### config.mk
export PLATFORM = sky130hd
export DESIGN_NAME = pipe_hazard_ctrl_flat
export DESIGN_NICKNAME = d
export VERILOG_FILES = /design/src/rtl/pipe_hazard_if.sv /design/src/rtl/pipe_hazard_ctrl.sv /design/src/flat_wrapper.sv
export SDC_FILE = /design/constraint.sdc
export NUM_CORES = 1
export LEC_CHECK = 0
export CORE_ASPECT_RATIO = 1.5
export CORE_UTILIZATION = 51
export CTS_CLUSTER_SIZE = 8
export DETAILED_ROUTE_END_ITERATION = 6
export PLACE_DENSITY = 0.81
export SYNTH_ARGS = -nofsm -noshare
export SYNTH_HDL_FRONTEND = slang
export SYNTH_SLANG_ARGS = --single-unit
### constraint.sdc
create_clock -name clk -period 4.3 [get_ports clk]
set_input_delay 0.86 -clock clk [delete_from_list [all_inputs] [get_ports clk]]
set_output_delay 0.86 -clock clk [all_outputs]
set_load 0.005 [all_outputs]
### src/rtl/pipe_hazard_if.sv
// Pipeline <-> hazard controller signal bundle: hazard inputs from the pipeline registers,
// stall/flush/hold controls and statistics back to the pipeline.
interface pipe_hazard_if #(
  parameter int unsigned CNT_W = 16
);
  logic [4:0]       IF_ID_RS1;
  logic [4:0]       IF_ID_RS2;
  logic             ID_EX_MemRead;
  logic [4:0]       ID_EX_RD;
  logic             EX_MEM_Branch;
  logic             EX_MEM_ZERO;
  logic             EX_MEM_MemRead;
  logic             EX_MEM_MemWrite;
  logic             Mem_Ready;
  logic             PC_Write;
  logic             IF_ID_Write;
  logic             ID_EX_Bubble;
  logic             Flush_IF_ID;
  logic             Flush_ID_EX;
  logic             Hold_EX_MEM;
  logic             Mem_Req;
  logic             Mem_Timeout;
  logic [CNT_W-1:0] Stall_Count;
  logic [CNT_W-1:0] Flush_Count;

  modport master (
    output IF_ID_RS1, IF_ID_RS2, ID_EX_MemRead, ID_EX_RD, EX_MEM_Branch, EX_MEM_ZERO,
           EX_MEM_MemRead, EX_MEM_MemWrite, Mem_Ready,
    input  PC_Write, IF_ID_Write, ID_EX_Bubble, Flush_IF_ID, Flush_ID_EX, Hold_EX_MEM,
           Mem_Req, Mem_Timeout, Stall_Count, Flush_Count
  );

  modport slave (
    input  IF_ID_RS1, IF_ID_RS2, ID_EX_MemRead, ID_EX_RD, EX_MEM_Branch, EX_MEM_ZERO,
           EX_MEM_MemRead, EX_MEM_MemWrite, Mem_Ready,
    output PC_Write, IF_ID_Write, ID_EX_Bubble, Flush_IF_ID, Flush_ID_EX, Hold_EX_MEM,
           Mem_Req, Mem_Timeout, Stall_Count, Flush_Count
  );
endinterface

### src/rtl/pipe_hazard_ctrl.sv
// Stall / flush / hold sequencer for the 5-stage pipeline. Controls are decoded from the
// posedge-updated state plus current inputs so they settle before the negedge capture.
module pipe_hazard_ctrl #(
  parameter int unsigned FLUSH_LEN = 1,
  parameter int unsigned WAIT_MAX  = 16,
  parameter int unsigned CNT_W     = 16
) (
  input  logic          clk,
  input  logic          rst_n,
  pipe_hazard_if.slave  hz
);

  localparam int unsigned WAIT_W  = 8;
  localparam int unsigned FLUSH_W = 3;

  typedef enum logic [1:0] {
    ST_RUN      = 2'b00,
    ST_MEM_WAIT = 2'b01,
    ST_FLUSH    = 2'b10
  } state_e;

  state_e             state_q, state_d;
  logic [WAIT_W-1:0]  wait_cnt_q, wait_cnt_d;
  logic [FLUSH_W-1:0] flush_cnt_q, flush_cnt_d;
  logic               timeout_q, timeout_d;
  logic [CNT_W-1:0]   stall_cnt_q, flush_tot_q;

  logic mem_op, taken, lu, flush_inc;
  logic pc_write, if_id_write, bubble, flush_if_id, flush_id_ex, hold_ex_mem, mem_req;

  assign mem_op = hz.EX_MEM_MemRead | hz.EX_MEM_MemWrite;
  assign taken  = hz.EX_MEM_Branch & hz.EX_MEM_ZERO;
  assign lu     = hz.ID_EX_MemRead && (hz.ID_EX_RD != 5'd0) &&
                  ((hz.ID_EX_RD == hz.IF_ID_RS1) || (hz.ID_EX_RD == hz.IF_ID_RS2));

  // Next-state and control decode
  always_comb begin
    state_d     = state_q;
    wait_cnt_d  = wait_cnt_q;
    flush_cnt_d = flush_cnt_q;
    timeout_d   = timeout_q;
    flush_inc   = 1'b0;
    pc_write    = 1'b1;
    if_id_write = 1'b1;
    bubble      = 1'b0;
    flush_if_id = 1'b0;
    flush_id_ex = 1'b0;
    hold_ex_mem = 1'b0;
    mem_req     = 1'b0;
    case (state_q)
      ST_RUN: begin
        mem_req = mem_op;
        if (mem_op && !hz.Mem_Ready) begin
          pc_write    = 1'b0;
          if_id_write = 1'b0;
          hold_ex_mem = 1'b1;
          state_d     = ST_MEM_WAIT;
          wait_cnt_d  = WAIT_W'(1);
        end else if (taken) begin
          flush_if_id = 1'b1;
          flush_id_ex = 1'b1;
          flush_inc   = 1'b1;
          if (FLUSH_LEN > 1) begin
            state_d     = ST_FLUSH;
            flush_cnt_d = FLUSH_W'(1);
          end
        end else if (lu) begin
          pc_write    = 1'b0;
          if_id_write = 1'b0;
          bubble      = 1'b1;
        end
      end
      ST_MEM_WAIT: begin
        mem_req     = 1'b1;
        hold_ex_mem = 1'b1;
        pc_write    = 1'b0;
        if_id_write = 1'b0;
        if (hz.Mem_Ready) begin
          state_d    = ST_RUN;
          wait_cnt_d = '0;
        end else if (wait_cnt_q == WAIT_W'(WAIT_MAX)) begin
          timeout_d  = 1'b1;
          state_d    = ST_RUN;
          wait_cnt_d = '0;
        end else begin
          wait_cnt_d = wait_cnt_q + WAIT_W'(1);
        end
      end
      ST_FLUSH: begin
        flush_if_id = 1'b1;
        flush_id_ex = 1'b1;
        flush_cnt_d = flush_cnt_q + FLUSH_W'(1);
        if (flush_cnt_d == FLUSH_W'(FLUSH_LEN)) begin
          state_d     = ST_RUN;
          flush_cnt_d = '0;
        end
      end
      default: begin
        state_d     = ST_RUN;
        wait_cnt_d  = '0;
        flush_cnt_d = '0;
      end
    endcase
  end

  // State and saturating statistics
  always_ff @(posedge clk or negedge rst_n) begin
    if (!rst_n) begin
      state_q     <= ST_RUN;
      wait_cnt_q  <= '0;
      flush_cnt_q <= '0;
      timeout_q   <= 1'b0;
      stall_cnt_q <= '0;
      flush_tot_q <= '0;
    end else begin
      state_q     <= state_d;
      wait_cnt_q  <= wait_cnt_d;
      flush_cnt_q <= flush_cnt_d;
      timeout_q   <= timeout_d;
      if (!pc_write && (stall_cnt_q != '1)) stall_cnt_q <= stall_cnt_q + CNT_W'(1);
      if (flush_inc && (flush_tot_q != '1)) flush_tot_q <= flush_tot_q + CNT_W'(1);
    end
  end

  // Controls fall back to idle values whenever reset is asserted
  assign hz.PC_Write     = pc_write | ~rst_n;
  assign hz.IF_ID_Write  = if_id_write | ~rst_n;
  assign hz.ID_EX_Bubble = bubble & rst_n;
  assign hz.Flush_IF_ID  = flush_if_id & rst_n;
  assign hz.Flush_ID_EX  = flush_id_ex & rst_n;
  assign hz.Hold_EX_MEM  = hold_ex_mem & rst_n;
  assign hz.Mem_Req      = mem_req & rst_n;
  assign hz.Mem_Timeout  = timeout_q;
  assign hz.Stall_Count  = stall_cnt_q;
  assign hz.Flush_Count  = flush_tot_q;

endmodule
### src/flat_wrapper.sv
// flat-port wrapper written by rule: the top's interface ports become plain ports
module pipe_hazard_ctrl_flat 
#(
  parameter int unsigned FLUSH_LEN = 1,
  parameter int unsigned WAIT_MAX  = 16,
  parameter int unsigned CNT_W     = 16
)
  (clk, rst_n, hz_IF_ID_RS1, hz_IF_ID_RS2, hz_ID_EX_MemRead, hz_ID_EX_RD, hz_EX_MEM_Branch, hz_EX_MEM_ZERO, hz_EX_MEM_MemRead, hz_EX_MEM_MemWrite, hz_Mem_Ready, hz_PC_Write, hz_IF_ID_Write, hz_ID_EX_Bubble, hz_Flush_IF_ID, hz_Flush_ID_EX, hz_Hold_EX_MEM, hz_Mem_Req, hz_Mem_Timeout, hz_Stall_Count, hz_Flush_Count);
  pipe_hazard_if #(.CNT_W(CNT_W)) hz_i ();
  input  logic clk;
  input  logic rst_n;
  input wire logic [$bits(hz_i.IF_ID_RS1)-1:0] hz_IF_ID_RS1;
  input wire logic [$bits(hz_i.IF_ID_RS2)-1:0] hz_IF_ID_RS2;
  input wire logic [$bits(hz_i.ID_EX_MemRead)-1:0] hz_ID_EX_MemRead;
  input wire logic [$bits(hz_i.ID_EX_RD)-1:0] hz_ID_EX_RD;
  input wire logic [$bits(hz_i.EX_MEM_Branch)-1:0] hz_EX_MEM_Branch;
  input wire logic [$bits(hz_i.EX_MEM_ZERO)-1:0] hz_EX_MEM_ZERO;
  input wire logic [$bits(hz_i.EX_MEM_MemRead)-1:0] hz_EX_MEM_MemRead;
  input wire logic [$bits(hz_i.EX_MEM_MemWrite)-1:0] hz_EX_MEM_MemWrite;
  input wire logic [$bits(hz_i.Mem_Ready)-1:0] hz_Mem_Ready;
  output wire logic [$bits(hz_i.PC_Write)-1:0] hz_PC_Write;
  output wire logic [$bits(hz_i.IF_ID_Write)-1:0] hz_IF_ID_Write;
  output wire logic [$bits(hz_i.ID_EX_Bubble)-1:0] hz_ID_EX_Bubble;
  output wire logic [$bits(hz_i.Flush_IF_ID)-1:0] hz_Flush_IF_ID;
  output wire logic [$bits(hz_i.Flush_ID_EX)-1:0] hz_Flush_ID_EX;
  output wire logic [$bits(hz_i.Hold_EX_MEM)-1:0] hz_Hold_EX_MEM;
  output wire logic [$bits(hz_i.Mem_Req)-1:0] hz_Mem_Req;
  output wire logic [$bits(hz_i.Mem_Timeout)-1:0] hz_Mem_Timeout;
  output wire logic [$bits(hz_i.Stall_Count)-1:0] hz_Stall_Count;
  output wire logic [$bits(hz_i.Flush_Count)-1:0] hz_Flush_Count;
  assign hz_i.IF_ID_RS1 = hz_IF_ID_RS1;
  assign hz_i.IF_ID_RS2 = hz_IF_ID_RS2;
  assign hz_i.ID_EX_MemRead = hz_ID_EX_MemRead;
  assign hz_i.ID_EX_RD = hz_ID_EX_RD;
  assign hz_i.EX_MEM_Branch = hz_EX_MEM_Branch;
  assign hz_i.EX_MEM_ZERO = hz_EX_MEM_ZERO;
  assign hz_i.EX_MEM_MemRead = hz_EX_MEM_MemRead;
  assign hz_i.EX_MEM_MemWrite = hz_EX_MEM_MemWrite;
  assign hz_i.Mem_Ready = hz_Mem_Ready;
  assign hz_PC_Write = hz_i.PC_Write;
  assign hz_IF_ID_Write = hz_i.IF_ID_Write;
  assign hz_ID_EX_Bubble = hz_i.ID_EX_Bubble;
  assign hz_Flush_IF_ID = hz_i.Flush_IF_ID;
  assign hz_Flush_ID_EX = hz_i.Flush_ID_EX;
  assign hz_Hold_EX_MEM = hz_i.Hold_EX_MEM;
  assign hz_Mem_Req = hz_i.Mem_Req;
  assign hz_Mem_Timeout = hz_i.Mem_Timeout;
  assign hz_Stall_Count = hz_i.Stall_Count;
  assign hz_Flush_Count = hz_i.Flush_Count;
  pipe_hazard_ctrl #(.FLUSH_LEN(FLUSH_LEN), .WAIT_MAX(WAIT_MAX), .CNT_W(CNT_W)) u_core (.clk(clk), .rst_n(rst_n), .hz(hz_i));
endmodule
== Word level (Yosys, flattened, before mapping) ==
Cells that the tools add are included.
Storage, ports and cells
  bits in registers: 46
  input bits: 23
  logic and storage cells: 71
Operators by class
  $add $sub $neg: 4
  equality and inequality tests: 11
  multiplexer cells: 26
  bitwise logic cells: 10
  reduce and logical (&&, ||, !) cells: 14
Operators with widths (count)
  $add 16x1->16 const B: 2
  $ne 16x16->1 const B: 2
  $mux 8: 3
  $pmux 8 s3: 1
  $mux 1: 11
  $eq 5x5->1: 2
  $add 8x1->8 const B: 1
  $eq 8x5->1 const B: 1
  $mux 2: 4
  $pmux 1 s2: 4
  $pmux 2 s3: 1
  $pmux 3 s2: 1
  $reduce_and 3->1: 2
  $and 1x1->1: 5
  $logic_and 1x1->1: 5
  $reduce_bool 5->1: 1
  $ne 2x1->1 const B: 2
  $add 3x1->3 const B: 1
  $eq 3x1->1 const B: 1
  $mux 3: 1
  $ne 3x2->1 const B: 1
  $not 1->1: 3
  $eq 2x1->1 const B: 1
  $eq 2x2->1 const B: 1
  other kinds (6): 8

== Longest topological paths before layout ==
Gate-level depths: netlist of the first run.
  depth in word-level cells: 9
  mapped depth: 8
  depth with buffers taken out: 7

== Least setup slack after synthesis of the first run ==
OpenSTA, ideal clock, no wires.
  path type: input -> output
  start point: input hz_ID_EX_RD[0]
  end point: output hz_PC_Write
  arrival time: 2.005 ns
  slack: 1.435 ns
  stages on the path: 5
  buffers on the path: 1
  cells stage by stage: or4_1 > o211ai_1 > nor2_1 > a21oi_1 > buf_4
Between the ends
  cells in the longest elaborated chain, start to end: 8
  elaborated cells between the ends (all ways): 11
RTL lines
  from (decl): line flat_wrapper.sv:15  | input wire logic [$bits(hz_i.ID_EX_RD)-1:0] hz_ID_EX_RD;
  $eq 5x5->1 / $reduce_bool 5->1 (equally long branches): line pipe_hazard_ctrl.sv:34, pipe_hazard_ctrl.sv:33
  $logic_or 1x1->1 / $logic_and 1x1->1 (equally long branches): line pipe_hazard_ctrl.sv:34, pipe_hazard_ctrl.sv:33
  $logic_and 1x1->1 (*): line pipe_hazard_ctrl.sv:33  | assign lu = hz.ID_EX_MemRead && (hz.ID_EX_RD != 5'd0) &&
  $mux 1 (*) (3 in series)
  $pmux 1 s2 (*)
  $or 1x1->1 (*)
  to (decl): line flat_wrapper.sv:21  | output wire logic [$bits(hz_i.PC_Write)-1:0] hz_PC_Write;
Every way passes the cells marked *; elsewhere a longest branch is shown, timed or not.

== Final worst setup path of the first run ==
  start point: input hz_ID_EX_RD[3]
  end point: output hz_PC_Write
Between the ends
  cells in the longest elaborated chain, start to end: 8
  elaborated cells between the ends (all ways): 11
RTL lines
  $eq 5x5->1 / $reduce_bool 5->1 (equally long branches): line pipe_hazard_ctrl.sv:34, pipe_hazard_ctrl.sv:33
  $logic_or 1x1->1 / $logic_and 1x1->1 (equally long branches): line pipe_hazard_ctrl.sv:34, pipe_hazard_ctrl.sv:33
  $logic_and 1x1->1 (*): line pipe_hazard_ctrl.sv:33
  $mux 1 (*): line pipe_hazard_ctrl.sv:67  | end else if (lu) begin
  $mux 1 (*): line pipe_hazard_ctrl.sv:59  | end else if (taken) begin
  $mux 1 (*): line pipe_hazard_ctrl.sv:53  | if (mem_op && !hz.Mem_Ready) begin
  $pmux 1 s2 (*): line pipe_hazard_ctrl.sv:50  | case (state_q)
  $or 1x1->1 (*): line pipe_hazard_ctrl.sv:126  | assign hz.PC_Write = pc_write | ~rst_n;
Marked as above.

==> results of run 1 <==
==> flip-flops by register name (all words and copies together), names as in the netlist <==
signal                 cells
u_core.hz.Flush_Count     16
u_core.hz.Stall_Count     16
u_core.wait_cnt_q          8
u_core.hz.Mem_Timeout      1
u_core.state_q             1
==> how the worst max path moves through the flow <==
stage / from / to / slack [ns]
finish: hz_ID_EX_RD[3] / hz_PC_Write / 0.54
global route: hz_ID_EX_RD[0] / hz_IF_ID_Write / 0.43
floorplan: hz_ID_EX_RD[0] / hz_PC_Write / 1.43
CTS: hz_ID_EX_RD[3] / hz_IF_ID_Write / 0.54
global placement: hz_ID_EX_RD[0] / hz_PC_Write / 0.56
detailed placement: hz_ID_EX_RD[3] / hz_IF_ID_Write / 0.55
==> Yosys cell counts, types with 2 or more instances <==
cell type | instances | area (um2)
a21oi_1 | 6 | 30.0
nor2_2 | 2 | 12.5
buf_4 | 3 | 22.5
or3_1 | 3 | 18.8
nor3_1 | 6 | 30.0
nand3_1 | 12 | 60.1
nor2_1 | 19 | 71.3
o21ai_0 | 2 | 10.0
nand2_1 | 23 | 86.3
nand4_1 | 8 | 50.1
ha_1 | 4 | 50.1
and3_1 | 3 | 18.8
xor2_1 | 28 | 245
a31oi_1 | 3 | 18.8
xnor2_1 | 12 | 105
dfrtp_1 | 42 | 1050
and2_1 | 2 | 12.5
o211ai_1 | 2 | 15.0
o31a_1 | 2 | 17.5
inv_1 | 9 | 33.8
nor3_2 | 6 | 60.1
==> layout by cell type (no fill, tap or decap), types with 2 or more instances in the layout <==
master / count
a21oi_1: 6
a31oi_1: 3
and2_1: 2
and3_1: 3
clkbuf_8: 5
clkdlybuf4s50_1: 61
clkinv_2: 2
dfrtp_1: 42
ha_1: 4
inv_1: 9
nand2_1: 23
nand3_1: 12
nand4_1: 8
nor2_1: 19
nor2_2: 2
nor3_1: 6
nor3_2: 6
o211ai_1: 2
o21ai_0: 2
o31a_1: 2
or3_1: 3
xnor2_1: 12
xor2_1: 28
==> per-layer routing <==
layer	part of all wire (%)	vias to the layer above	GRT usage, %	wire (um)
li1	-	894	-	-
met1	40	909	25.7	1950
met2	53	63	39.6	2570
met3	5.0	9	4.52	239
met4	1.4	0	7.98	68
met5	0	-	0	0
==> critical path: stages <==
cell	delay (ns)
clkdlybuf4s50_1	0.47
or4_1	0.52
o211ai_1	0.22
nor2_1	0.12
a21oi_1	0.19
clkdlybuf4s50_1	0.52
==> logic make-up after synthesis <==
family,Yosys count
adders and majority gates,4
muxes,2
and+or+nand+nor,94
buffers and inverters,14
DFF,42
xor gates and xnor gates,40
AOI/OAI and AO/OA,25
==> per-stage QoR <==
step | util (%) | hold slack (ns) | cell area [um2] | power [W] | std cells
after floorplan | - | 0.460 | 2250 | 0.000787 | 221
after global placement | 68.2 | 0.463 | 2890 | 0.00102 | 326
after detailed placement | 68.2 | 0.483 | 2890 | 0.00103 | 326
after CTS | 70.7 | 0.486 | 3000 | 0.00134 | 334
after global routing | 70.7 | 0.493 | 3000 | 0.00140 | 334
final | 70.7 | 0.473 | 3000 | 0.00133 | 334
==> power groups by stage <==
stage / clock network, W / logic, W / registers, W
floorplan: 0 / 0.000202 / 0.000585
global placement: 0 / 0.000418 / 0.000599
detailed placement: 0 / 0.000433 / 0.000600
CTS: 0.000312 / 0.000434 / 0.000595
global route: 0.000325 / 0.000468 / 0.000611
finish: 0.000304 / 0.000429 / 0.000597
==> layout make-up <==
type	instances	area share (%)
clock buffers	5	2.29
clock inverters	3	1.33
inverters	10	1.25
multi-input cells	165	37.5
flip-flops and latches	42	35.0
well taps	46	1.92
repair buffers	63	20.8
==> flow_metrics.py, run 1 <==
metrics = {
    "logic_synthesis": {
        "syn_area_mm2": 0.00225,
        "avgSynthCellArea_um2": 10.2,
        "yosys_warnings": 0,
        "synth-compound-area-share_pct": 8.07,
        "synth-edff-count": 0,
        "synthFlopType": "dfrtp_1",
        "netlist-cell-type-count": 45,
        "yosys.area_share.simple_pct": 23.2,
        "muxShareOfSynthArea_pct": 1.00,
        "synth-seq-cells": 42,
        "async_flop_share_pct": 100,
        "syn-num-nets": 248,
        "synthXorXnorAreaFrac_pct": 15.6,
        "synthAdderAreaFrac_pct": 2.23,
        "netlist_instances": 221,
        "synth_top_family_by_area": "simple AND/OR/NAND/NOR gates",
        "synth_seq_area_share_pct": 46.8,
    },
    "sta": {
        "tns_ns": 0,
        "fin_ws_ns": 0.537,
        "min_period_ns": 3.76,
        "maxClockFrequency_ghz": 0.266,
        "final-hold-violation-count": 0,
        "post-route-period-util_pct": 87.5,
        "slew_violations": 0,
        "rsz0062_at_grt": "false",
        "worst_pin_slew_ns": 0.682,
        "slew_headroom_pct": 54.6,
        "clock_skew_ns": 0.00920,
        "setup-violations-final": 0,
    },
    "grt": {
        "grt.total_usage_pct": 22.2,
        "grt_pass1_wl_um": 8320,
        "grt_start_max_net_pins": 30,
        "grt_pass1_vias": 1885,
        "antenna_found_initial": 0,
        "grt.overflow.total": 0,
    },
    "die": {
        "num_rows": 29,
        "io_pins": 63,
        "fp.dieW_um": 56.2,
        "initial_core_util_pct": 52.9,
        "core_area_mm2": 0.00425,
        "die_area_mm2": 0.00468,
        "dieHeight_um": 83.3,
    },
    "critical_path": {
        "r2r_end": "u_core.hz.Stall_Count[1]",
        "reg2reg_slack_ns": 2.00,
        "worst_r2r_path_depth": 6,
        "start_kind": "input pin",
        "timing.rr.start": "u_core.hz.Stall_Count[0]",
        "path_max_fanout": 4,
        "critPathKind": "input pin to primary output",
        "cp.required_ns": 3.44,
        "arrival_ns": 2.90,
        "endpoint_kind": "primary output",
    },
    "job": {
        "maxCapViolCount": 0,
    },
    "cts": {
        "clk_path_buf_depth": 2,
        "htreeDepth": 2,
        "cts_resized": 0,
        "clkTransAtPathRegs_ns": 0.08,
        "clock_latency_ns": 0.29,
        "cts.hold.buffers_added": 0,
        "cts_sinks": 42,
        "cts_root_buf": "clkbuf_8",
        "post_cts_buffers": 0,
        "cts-buffers-inserted": 5,
        "cts_tree": "built",
    },
    "drt": {
        "wl_per_cell_um": 14.5,
        "first_iter_violations": 46,
        "vias": 1875,
        "avgViaCountPerCell": 5.61,
        "drtPass1Iterations": 5,
        "drcViolationCount": 0,
        "ant_nets": 0,
        "wirelength_um": 4830,
    },
    "layout": {
        "num-fill-cells": 332,
        "multiInputGateArea_mm2": 0.00112,
        "finalNetCount": 314,
        "drive_gt1_share_pct": 9.38,
        "n_antenna_cell": 0,
        "synthToLayoutAreaGrowth_pct": 33.6,
        "ff_latch_area_mm2": 0.00105,
    },
    "power_and_ir_drop": {
        "intPower_w": 0.000900,
        "irDropWorstVdd_mv": 0.367,
        "netSwitchingFraction_pct": 32.3,
        "pwr-share-seq_pct": 44.9,
        "clkPwrFrac_pct": 22.9,
        "combPwrFrac_pct": 32.2,
        "leakagePower_nw": 1.24,
        "power.switching_w": 0.000430,
        "power_density_mw_per_mm2": 443,
    },
    "placement": {
        "dpl_worst_slack_ns": 0.554,
        "place_congestion": 0.838,
        "port_buffers": 62,
        "dp.final_hpwl_um": 3730,
    },
    "min_path": {
        "min-delay-path-class": "input pin to async pin",
    },
    "status": {
        "outcome": "finished clean",
    },
}
No activity file was read; power rests on OpenSTA's default activity.
==> run 2: changes to the inputs <==
CTS_CLUSTER_SIZE = 14   (was 8)
==> results of run 2 <==
No change in the layout: final DEF, timing and power equal those of run 1.
